## config.mk

```make
export PLATFORM = sky130hd
export DESIGN_NAME = bn_mean_ctrl_flat
export DESIGN_NICKNAME = d
export VERILOG_FILES = /design/src/rtl/bn_pkg.sv /design/src/rtl/bn_mean_ctrl_if.sv /design/src/rtl/bn_seq_div.sv /design/src/rtl/bn_mean_ctrl.sv /design/src/flat_wrapper.sv
export SDC_FILE = /design/constraint.sdc
export NUM_CORES = 1
export LEC_CHECK = 0
export BUFFER_PORTS_ARGS = -buffer_cell sky130_fd_sc_hd__buf_2
export CORE_MARGIN = 5
export CORE_UTILIZATION = 45
export CTS_BUF_LIST = sky130_fd_sc_hd__clkbuf_16
export CTS_CLUSTER_DIAMETER = 200
export DETAILED_ROUTE_END_ITERATION = 8
export PLACE_DENSITY = 0.7
export RECOVER_POWER = 50
export SYNTH_ARGS = -nofsm -noshare
export SYNTH_HDL_FRONTEND = slang
export SYNTH_SLANG_ARGS = --single-unit
```

## constraint.sdc

```tcl
create_clock -name clk -period 10.68 [get_ports clk]
set_input_delay 2.136 -clock clk [delete_from_list [all_inputs] [get_ports clk]]
set_output_delay 2.136 -clock clk [all_outputs]
set_load 0.01 [all_outputs]
```

## src/rtl/bn_pkg.sv

```systemverilog
// Shared types and defaults for the batch-mean controller.
// Latency: n/a (definitions only).
// Backpressure: n/a.
package bn_pkg;

    localparam int BN_IL    = 4;
    localparam int BN_FL    = 16;
    localparam int BN_W     = BN_IL + BN_FL;
    localparam int BN_AW    = 2 * BN_W;
    localparam int BN_NUM_W = 5;

    typedef logic signed [BN_W-1:0]  sample_t;
    typedef logic signed [BN_AW-1:0] acc_t;

    typedef enum logic [1:0] {
        ST_IDLE  = 2'd0,
        ST_ACCUM = 2'd1,
        ST_DIV   = 2'd2,
        ST_DONE  = 2'd3
    } state_e;

endpackage

```

## src/rtl/bn_mean_ctrl_if.sv

```systemverilog
// Handshake bundle between a sample producer and the batch-mean controller.
// Latency: n/a (wires only).
// Backpressure: in_valid/in_ready on the sample path; results are strobes.
interface bn_mean_ctrl_if
    import bn_pkg::*;
#(
    parameter int IL = BN_IL,
    parameter int FL = BN_FL
) ();

    logic                      start;
    logic [BN_NUM_W-1:0]       num;
    logic                      in_valid;
    logic signed [IL+FL-1:0]   in_data;
    logic                      in_ready;
    logic                      busy;
    logic                      out_valid;
    logic signed [IL+FL-1:0]   out_data;
    logic                      err;

    modport master (
        output start, num, in_valid, in_data,
        input  in_ready, busy, out_valid, out_data, err
    );

    modport slave (
        input  start, num, in_valid, in_data,
        output in_ready, busy, out_valid, out_data, err
    );

endinterface

```

## src/rtl/bn_seq_div.sv

```systemverilog
// Restoring unsigned divider, one quotient bit per cycle over AW cycles.
// Latency: done is high in the cycle of the final iteration; quotient valid from the next cycle.
// Backpressure: none; a start while running restarts the division.
module bn_seq_div #(
    parameter int AW = 40,
    parameter int DW = 5,
    parameter int QW = 20
) (
    input  logic          clk,
    input  logic          rst,
    input  logic          start,
    input  logic [AW-1:0] dividend,
    input  logic [DW-1:0] divisor,
    output logic          done,
    output logic [QW-1:0] quotient
);

    localparam int            CW   = $clog2(AW);
    localparam logic [CW-1:0] LAST = CW'(AW - 1);

    logic          run_q, run_d;
    logic [CW-1:0] cnt_q, cnt_d;
    logic [AW-1:0] quo_q, quo_d;
    logic [DW-1:0] rem_q, rem_d;
    logic [DW-1:0] dvs_q, dvs_d;

    logic [DW:0]   trial;
    logic [DW:0]   diff;
    logic          ge;

    // Trial subtraction: shift the next dividend bit into the remainder and test against divisor.
    always_comb begin
        trial = {rem_q, quo_q[AW-1]};
        diff  = trial - {1'b0, dvs_q};
        ge    = ~diff[DW];
    end

    // Next-state for the iteration registers; quotient bits shift in where dividend bits shift out.
    always_comb begin
        run_d = run_q;
        cnt_d = cnt_q;
        quo_d = quo_q;
        rem_d = rem_q;
        dvs_d = dvs_q;
        if (start) begin
            run_d = 1'b1;
            cnt_d = '0;
            quo_d = dividend;
            rem_d = '0;
            dvs_d = divisor;
        end else if (run_q) begin
            quo_d = {quo_q[AW-2:0], ge};
            rem_d = ge ? diff[DW-1:0] : trial[DW-1:0];
            cnt_d = cnt_q + CW'(1);
            if (cnt_q == LAST) begin
                run_d = 1'b0;
            end
        end
    end

    // Iteration registers.
    always_ff @(posedge clk or posedge rst) begin
        if (rst) begin
            run_q <= 1'b0;
            cnt_q <= '0;
            quo_q <= '0;
            rem_q <= '0;
            dvs_q <= '0;
        end else begin
            run_q <= run_d;
            cnt_q <= cnt_d;
            quo_q <= quo_d;
            rem_q <= rem_d;
            dvs_q <= dvs_d;
        end
    end

    assign done     = run_q && (cnt_q == LAST);
    assign quotient = quo_q[QW-1:0];

endmodule

```

## src/rtl/bn_mean_ctrl.sv

```systemverilog
// Batch mean: accumulate num signed samples, divide by num, emit mean (optional rounding: BN_MEAN_ROUND_EN).
// Latency: out_valid 2*(IL+FL)+1 edges after the last accepted sample.
// Backpressure: in_ready only while accumulating; in_valid gaps stall indefinitely; start ignored when busy.
module bn_mean_ctrl
    import bn_pkg::*;
#(
    parameter int IL   = BN_IL,
    parameter int FL   = BN_FL,
    parameter int SIZE = 16
) (
    input  logic          clk,
    input  logic          rst,
    bn_mean_ctrl_if.slave bus
);

    localparam int                  W      = IL + FL;
    localparam int                  AW     = 2 * W;
    localparam int                  NW     = BN_NUM_W;
    localparam logic [NW-1:0]       SIZE_L = NW'(SIZE);

    state_e                state_q, state_d;
    logic signed [AW-1:0]  sum_q, sum_d;
    logic [NW-1:0]         cnt_q, cnt_d;
    logic [NW-1:0]         num_q, num_d;
    logic [W-1:0]          out_data_q, out_data_d;
    logic                  out_valid_q, out_valid_d;
    logic                  err_q, err_d;

    logic                  num_ok;
    logic                  accept;
    logic                  last_acc;
    logic                  div_start;
    logic                  div_done;
    logic signed [AW-1:0]  sum_nxt;
    logic [AW-1:0]         mag;
    logic [AW-1:0]         dividend;
    logic [W-1:0]          quo;

    assign num_ok   = (bus.num != '0) && (bus.num <= SIZE_L);
    assign accept   = (state_q == ST_ACCUM) && bus.in_valid;
    assign sum_nxt  = sum_q + {{W{bus.in_data[W-1]}}, bus.in_data};
    assign last_acc = accept && ((cnt_q + NW'(1)) == num_q);

    // Magnitude of the running sum including the sample being accepted, so the
    // divider can launch on the same edge that takes the final sample.
    always_comb begin
        mag = sum_nxt[AW-1] ? -sum_nxt : sum_nxt;
`ifdef BN_MEAN_ROUND_EN
        dividend = mag + AW'(num_q >> 1);
`else
        dividend = mag;
`endif
    end

    // State register.
    always_ff @(posedge clk or posedge rst) begin
        if (rst) begin
            state_q <= ST_IDLE;
        end else begin
            state_q <= state_d;
        end
    end

    // Next-state logic.
    always_comb begin
        state_d = state_q;
        case (state_q)
            ST_IDLE:  if (bus.start && num_ok) state_d = ST_ACCUM;
            ST_ACCUM: if (last_acc)            state_d = ST_DIV;
            ST_DIV:   if (div_done)            state_d = ST_DONE;
            ST_DONE:                           state_d = ST_IDLE;
            default:                           state_d = ST_IDLE;
        endcase
    end

    // State-decoded outputs and divider launch.
    always_comb begin
        bus.in_ready = (state_q == ST_ACCUM);
        bus.busy     = (state_q != ST_IDLE);
        div_start    = last_acc;
    end

    // Datapath next values: batch setup, accumulation and sign-corrected result capture.
    always_comb begin
        sum_d       = sum_q;
        cnt_d       = cnt_q;
        num_d       = num_q;
        out_data_d  = out_data_q;
        out_valid_d = 1'b0;
        err_d       = 1'b0;
        case (state_q)
            ST_IDLE: begin
                if (bus.start) begin
                    if (num_ok) begin
                        num_d = bus.num;
                        sum_d = '0;
                        cnt_d = '0;
                    end else begin
                        err_d = 1'b1;
                    end
                end
            end
            ST_ACCUM: begin
                if (accept) begin
                    sum_d = sum_nxt;
                    cnt_d = cnt_q + NW'(1);
                end
            end
            ST_DONE: begin
                // Divider works on |sum|; restore the sign so truncation is toward zero.
                out_data_d  = sum_q[AW-1] ? -quo : quo;
                out_valid_d = 1'b1;
            end
            default: ;
        endcase
    end

    // Datapath registers.
    always_ff @(posedge clk or posedge rst) begin
        if (rst) begin
            sum_q       <= '0;
            cnt_q       <= '0;
            num_q       <= '0;
            out_data_q  <= '0;
            out_valid_q <= 1'b0;
            err_q       <= 1'b0;
        end else begin
            sum_q       <= sum_d;
            cnt_q       <= cnt_d;
            num_q       <= num_d;
            out_data_q  <= out_data_d;
            out_valid_q <= out_valid_d;
            err_q       <= err_d;
        end
    end

    assign bus.out_valid = out_valid_q;
    assign bus.out_data  = out_data_q;
    assign bus.err       = err_q;

    bn_seq_div #(
        .AW (AW),
        .DW (NW),
        .QW (W)
    ) u_div (
        .clk      (clk),
        .rst      (rst),
        .start    (div_start),
        .dividend (dividend),
        .divisor  (num_q),
        .done     (div_done),
        .quotient (quo)
    );

endmodule

```

## src/flat_wrapper.sv

```systemverilog
// flat-port wrapper written by rule: the top's interface ports become plain ports
module bn_mean_ctrl_flat import bn_pkg::*;
#(
    parameter int IL   = BN_IL,
    parameter int FL   = BN_FL,
    parameter int SIZE = 16
)
  (clk, rst, bus_start, bus_num, bus_in_valid, bus_in_data, bus_in_ready, bus_busy, bus_out_valid, bus_out_data, bus_err);
  bn_mean_ctrl_if #(.IL(IL), .FL(FL)) bus_i ();
  input  logic clk;
  input  logic rst;
  input wire logic [$bits(bus_i.start)-1:0] bus_start;
  input wire logic [$bits(bus_i.num)-1:0] bus_num;
  input wire logic [$bits(bus_i.in_valid)-1:0] bus_in_valid;
  input wire logic [$bits(bus_i.in_data)-1:0] bus_in_data;
  output wire logic [$bits(bus_i.in_ready)-1:0] bus_in_ready;
  output wire logic [$bits(bus_i.busy)-1:0] bus_busy;
  output wire logic [$bits(bus_i.out_valid)-1:0] bus_out_valid;
  output wire logic [$bits(bus_i.out_data)-1:0] bus_out_data;
  output wire logic [$bits(bus_i.err)-1:0] bus_err;
  assign bus_i.start = bus_start;
  assign bus_i.num = bus_num;
  assign bus_i.in_valid = bus_in_valid;
  assign bus_i.in_data = bus_in_data;
  assign bus_in_ready = bus_i.in_ready;
  assign bus_busy = bus_i.busy;
  assign bus_out_valid = bus_i.out_valid;
  assign bus_out_data = bus_i.out_data;
  assign bus_err = bus_i.err;
  bn_mean_ctrl #(.IL(IL), .FL(FL), .SIZE(SIZE)) u_core (.clk(clk), .rst(rst), .bus(bus_i));
endmodule
```

* Word level (Yosys, flattened, before mapping)
Cells that the tools add are included.
Storage, ports and cells: output and inout bits 24, register bits after elaboration 131, input bits 29
Cells by class: eq/ne operators 11, reduce and logical (&&, ||, !) cells 13, bitwise logic cells 1, muxes and demuxes 28, magnitude comparators 1, $add $sub $neg 6
Operator list (number):
- 40-bit 2-to-1 mux | 6
- 40-bit case mux with 2 select lines | 1
- 40-bit adder | 1
- 40-bit negator | 1
- 5-bit 2-to-1 mux | 6
- 20-bit 2-to-1 mux | 1
- 20-bit negator | 1
- 6-bit 2-to-1 mux | 2
- 2-bit by 1-bit != test with 1-bit output, second input constant | 5
- 5-bit case mux with 2 select lines | 1
- 2-bit case mux with 4 select lines | 1
- 1-bit 2-to-1 mux | 7
- 6-bit by 1-bit adder with 6-bit output, second input constant | 1
- 6-bit == test, second input constant | 1
- 2-bit 2-to-1 mux | 3
- 3-bit AND reduction | 2
- 2-bit nonzero test | 3
- 6-bit by 5-bit subtractor with 6-bit output | 1
- 5-bit by 1-bit adder with 5-bit output, second input constant | 1
- 5-bit == test | 1
- 5-bit <= comparator, second input constant | 1
- 1-bit logical AND | 5
- 5-bit nonzero test | 1
- 2-bit == test, second input constant | 2
- other kinds (5) | 5

* Depth between registers and ports, before layout
depth in word-level cells 5, depth in mapped cells 13, gate-level depth less buffers 12

* Hierarchy
From an unflattened synthesis, not the netlist that was laid out.
Second synthesis, totals: cell total of the unflattened synthesis 1101, area, all modules 9546.7 µm²
By module, submodules not included:
- bn_mean_ctrl | instances 1, area an instance 6576.3 µm², sequential area each 1851.8 µm², cells each 803
- bn_seq_div | instances 1, area an instance 2970.3 µm², sequential area each 1426.4 µm², cells each 298

* Least setup slack after synthesis
No wires, ideal clock.
path kind input -> register, from input bus_in_data[0], to register u_core.u_div.quo_q[35], data arrival time 5.108 ns, stages 12, path buffers 0, path slack 5.435 ns, required time 10.543 ns, library setup time 0.137 ns, path through ha_1 > fa_1 > a211oi_2 > nor4b_1 > a211oi_2 > o21bai_2 > xor2_2 > nor4_4 > nand4b_4 > o41ai_2 > xnor2_1 > a21oi_1
Between the ends: cells in the longest elaborated chain, start to end 4
Ends and longest elaborated chain:
- from (decl) | line flat_wrapper.sv:15 | input wire logic [$bits(bus_i.in_data)-1:0] bus_in_data;
- 40-bit adder (*) | line bn_mean_ctrl.sv:41 | assign sum_nxt = sum_q + {{W{bus.in_data[W-1]}}, bus.in_data};
- 40-bit negator | line bn_mean_ctrl.sv:47 | mag = sum_nxt[AW-1] ? -sum_nxt : sum_nxt;
- 40-bit 2-to-1 mux (*) | line bn_mean_ctrl.sv:47
- 40-bit 2-to-1 mux (*) | line bn_seq_div.sv:45 | if (start) begin
- to (signal assigned) | line bn_seq_div.sv:72 | quo_q <= quo_d;
- to (decl) | line bn_seq_div.sv:23 | logic [AW-1:0] quo_q, quo_d;
Mark *: on every way between the ends. The rest lies on a longest branch, timed or not. A chain may end at the register's enable or synchronous reset.

==> results.cfg <==
[floorplanning]
start_util_pct = 45.8
rows = 54
io_pins = 53
core_area_sq_mm = 0.0218
die_w_um = 159
die_h_um = 159
dieArea_sq_mm = 0.0253

[global_route]
grt_pass1_vias = 8239
grt_antenna_before_repair = 0
grt_usage_pct = 20.0
grt_overflow = 0
grt_max_degree = 82
grt_pass1_wl_um = 43000

[synthesis]
async_reset_ff_share_pct = 100
yosysSeqAreaShare_pct = 32.8
synth_nets = 1224
ys_ff_latch = 131
synth_top_area_share_pct = 32.8
synth_flop_cell = dfrtp_1
syn_inst = 1141
ys_warn_count = 0
synthTopCellsByArea = dfrtp_1, ha_1, a21oi_1
synth_area_sq_mm = 0.00998
yosysTopAreaCell = dfrtp_1
syn_area_per_cell_sq_um = 8.75
synth_edf_count = 0
ys_types = 94

[cells_and_area]
nets = 1243
antenna_cells = 0
drive_above_1_share_pct = 10.1
fillers = 2070
synthToLayoutAreaGrowth_pct = 9.72

[drt]
ant_nets = 0
post_drt_wl_per_cell_um = 17.6
firstDrtPassIters = 5
num_vias = 8682
wl_met3_um = 1370
route.met2.wl_um = 11200
drtIter0Drc = 572
drc = 0
drt-met1-wl_um = 12600
routed.top_layer = met4
routed_wirelength_um = 25500
via_per_inst = 5.98

[worst_setup_path]
cp-start-kind = input pin
crit_arrival_ns = 6.53
required_ns = 10.44
critPathMaxFanout = 69
crit_path_end_kind = asynchronous set/reset pin
r2r_start = u_core.sum_q[6]
cp-startpoint = rst
crit_type = input pin to asynchronous set/reset pin

[timing]
drv_slew = 148
finalSetupTns_ns = 0
fin_skew_ns = 0.0115
rsz0062_at_grt = no
finalCritPeriodShare_pct = 63.3
setup_viol = 0
finalHoldViolCount = 0
fmax_mhz = 148
worst_pin_slew_ns = 3.38
hold_ws_ns = 0.491
fin_crit_ns = 6.77
relSlewSlack_pct = -125

[clocking]
cts-hold-fix-buffers = 0
cts_tree = yes
numCtsBuffers = 17
cts_resized = 0
clkTransAtPathRegs_ns = 0.06
cts.htree.levels = 4
cts_setup_buffers = 0
clock-sinks = 131
clock-root-buffer = clkbuf_16
insertion_delay_ns = 0.42
clockBufferDepth = 2

[job]
max-cap-violations = 3

[worst_hold_path]
hold_class = register to register
hp-start = u_core.sum_q[29]

[outcome]
violations = max-capacitance violations, max-slew violations
status = finished, violations left

[placed_design]
dpl.hpwl_um = 18800
port_buffers = 52
place_congestion = 0.911

[power]
ir_worst_vdd_mv = 0.128
leakage_uw = 0.00464
p_per_area_mw_per_mm2 = 341
area by class of cell:
cell class              instances  area [sq um]  share of cell area (%)
multi-input cells             914          6280                    57.4
flip-flops and latches        131          3280                    29.9
clock buffers                  17           425                    3.88
well taps                     280           350                    3.20
repair buffers                 58           270                    2.47
clock inverters                15           201                    1.84
inverters                      38           144                    1.31
flip-flops by register name, indices dropped and copies added, names as in the netlist:
register and flops:
u_core.bus.err 1, u_core.bus.out_data 20, u_core.bus.out_valid 1, u_core.cnt_q 5, u_core.num_q 5, u_core.state_q 2
u_core.sum_q 40, u_core.u_div.cnt_q 6, u_core.u_div.dvs_q 5, u_core.u_div.quo_q 40, u_core.u_div.rem_q 5, u_core.u_div.run_q 1
power by group:
part	switching (uW)	total, uW	internal [uW]
combinational	1330	2190	856
clock	238	631	393
sequential	197	924	727
total	1760	3740	1980
layout by cell type, fill, tap and decap left out, drive strengths merged, types with 10 or more instances in the layout:
cell type | synthesis | final
or3 | 11 | 11
o211ai | 10 | 10
clkbuf | 47 | 41
nor2b | 35 | 35
nand3 | 23 | 23
a211oi | 47 | 47
buf | 11 | 34
inv | 38 | 42
nor4 | 15 | 15
mux2i | 18 | 18
xnor2 | 38 | 38
and2 | 13 | 13
nand4 | 25 | 25
xor2 | 58 | 58
ha | 52 | 52
nor3 | 12 | 12
dfrtp | 131 | 131
a21oi | 109 | 109
o21a | 12 | 12
o31ai | 15 | 15
o21ai | 84 | 84
a21o | 13 | 13
nor2 | 85 | 85
a22o | 26 | 26
nand2 | 101 | 101
stage by stage:
stage | setup WS (ns) | utilization, % | instance area, sq um | total power, uW | std cells
after CTS | 4.89 | 50.4 | 11000 | 3740 | 1453
after global placement | 4.47 | 47.5 | 10400 | 3050 | 1421
after floorplan | 5.05 | - | 9980 | 2590 | 1141
after global routing | 2.60 | 50.2 | 11000 | 4060 | 1453
final | 3.91 | 50.2 | 11000 | 3740 | 1453
after detailed placement | 4.45 | 47.5 | 10400 | 3090 | 1421
cell families after synthesis:
| family | Yosys count | share of synthesized area [%] |
|---|---|---|
| and+or+nand+nor | 354 | 18.2 |
| DFF | 131 | 32.8 |
| xor gates and xnor gates | 96 | 8.65 |
| AOI/OAI and AO/OA | 384 | 26.2 |
| muxes | 26 | 2.71 |
| buffers and inverters | 96 | 4.50 |
| adders and majority gates | 54 | 6.92 |
metal layers:
metal  GRT usage, %  vias to the layer above
met1           30.0                     4151
met5              0                        -
met3           2.93                       27
li1               -                     4251
met2           30.4                      253
met4           5.04                        0
path summary, 6_finish.rpt:
kind | endpoint | slack (ns) | depth (start not counted)
min in group asynchronous | u_core.u_div.cnt_q[5] | 2.59 | 2
worst max register to register | u_core.u_div.quo_q[29] | 6.44 | 11
worst min-delay path | u_core.sum_q[29] | 0.49 | 2
max in group clk | u_core.u_div.quo_q[29] | 4.88 | 12
worst min register to register | u_core.sum_q[29] | 0.49 | 2
worst max-delay path | u_core.sum_q[17] | 3.91 | 3
cell usage after synthesis, types with 4 or more instances:
| cell type | instances |
|---|---|
| nand2_1 | 101 |
| inv_1 | 37 |
| o21a_1 | 12 |
| a21o_1 | 13 |
| nand3_1 | 23 |
| dfrtp_1 | 131 |
| buf_6 | 5 |
| a22o_1 | 26 |
| mux2_2 | 8 |
| nand2b_1 | 7 |
| o41ai_2 | 4 |
| o221ai_1 | 4 |
| o211ai_1 | 8 |
| xnor2_1 | 37 |
| and2_1 | 10 |
| and3_1 | 5 |
| a21oi_1 | 106 |
| a221oi_1 | 4 |
| a31oi_1 | 7 |
| and4_1 | 4 |
| clkbuf_1 | 42 |
| or2_2 | 4 |
| o21ai_1 | 10 |
| nor2_1 | 85 |
| a211oi_1 | 43 |
| nor4_1 | 13 |
| xor2_1 | 56 |
| mux2i_1 | 18 |
| o21ai_0 | 73 |
| buf_2 | 5 |
| or3_1 | 11 |
| o21bai_1 | 4 |
| nor3_1 | 12 |
| clkbuf_8 | 4 |
| nor2b_1 | 35 |
| o22ai_1 | 4 |
| ha_1 | 52 |
| o31ai_1 | 15 |
| nand4_1 | 24 |
worst max-delay path: stages:
cell and delay, ns:
buf_2 0.10, clkinvlp_2 1.71, clkbuf_1 2.48
Power figures use the tool's default switching activity.
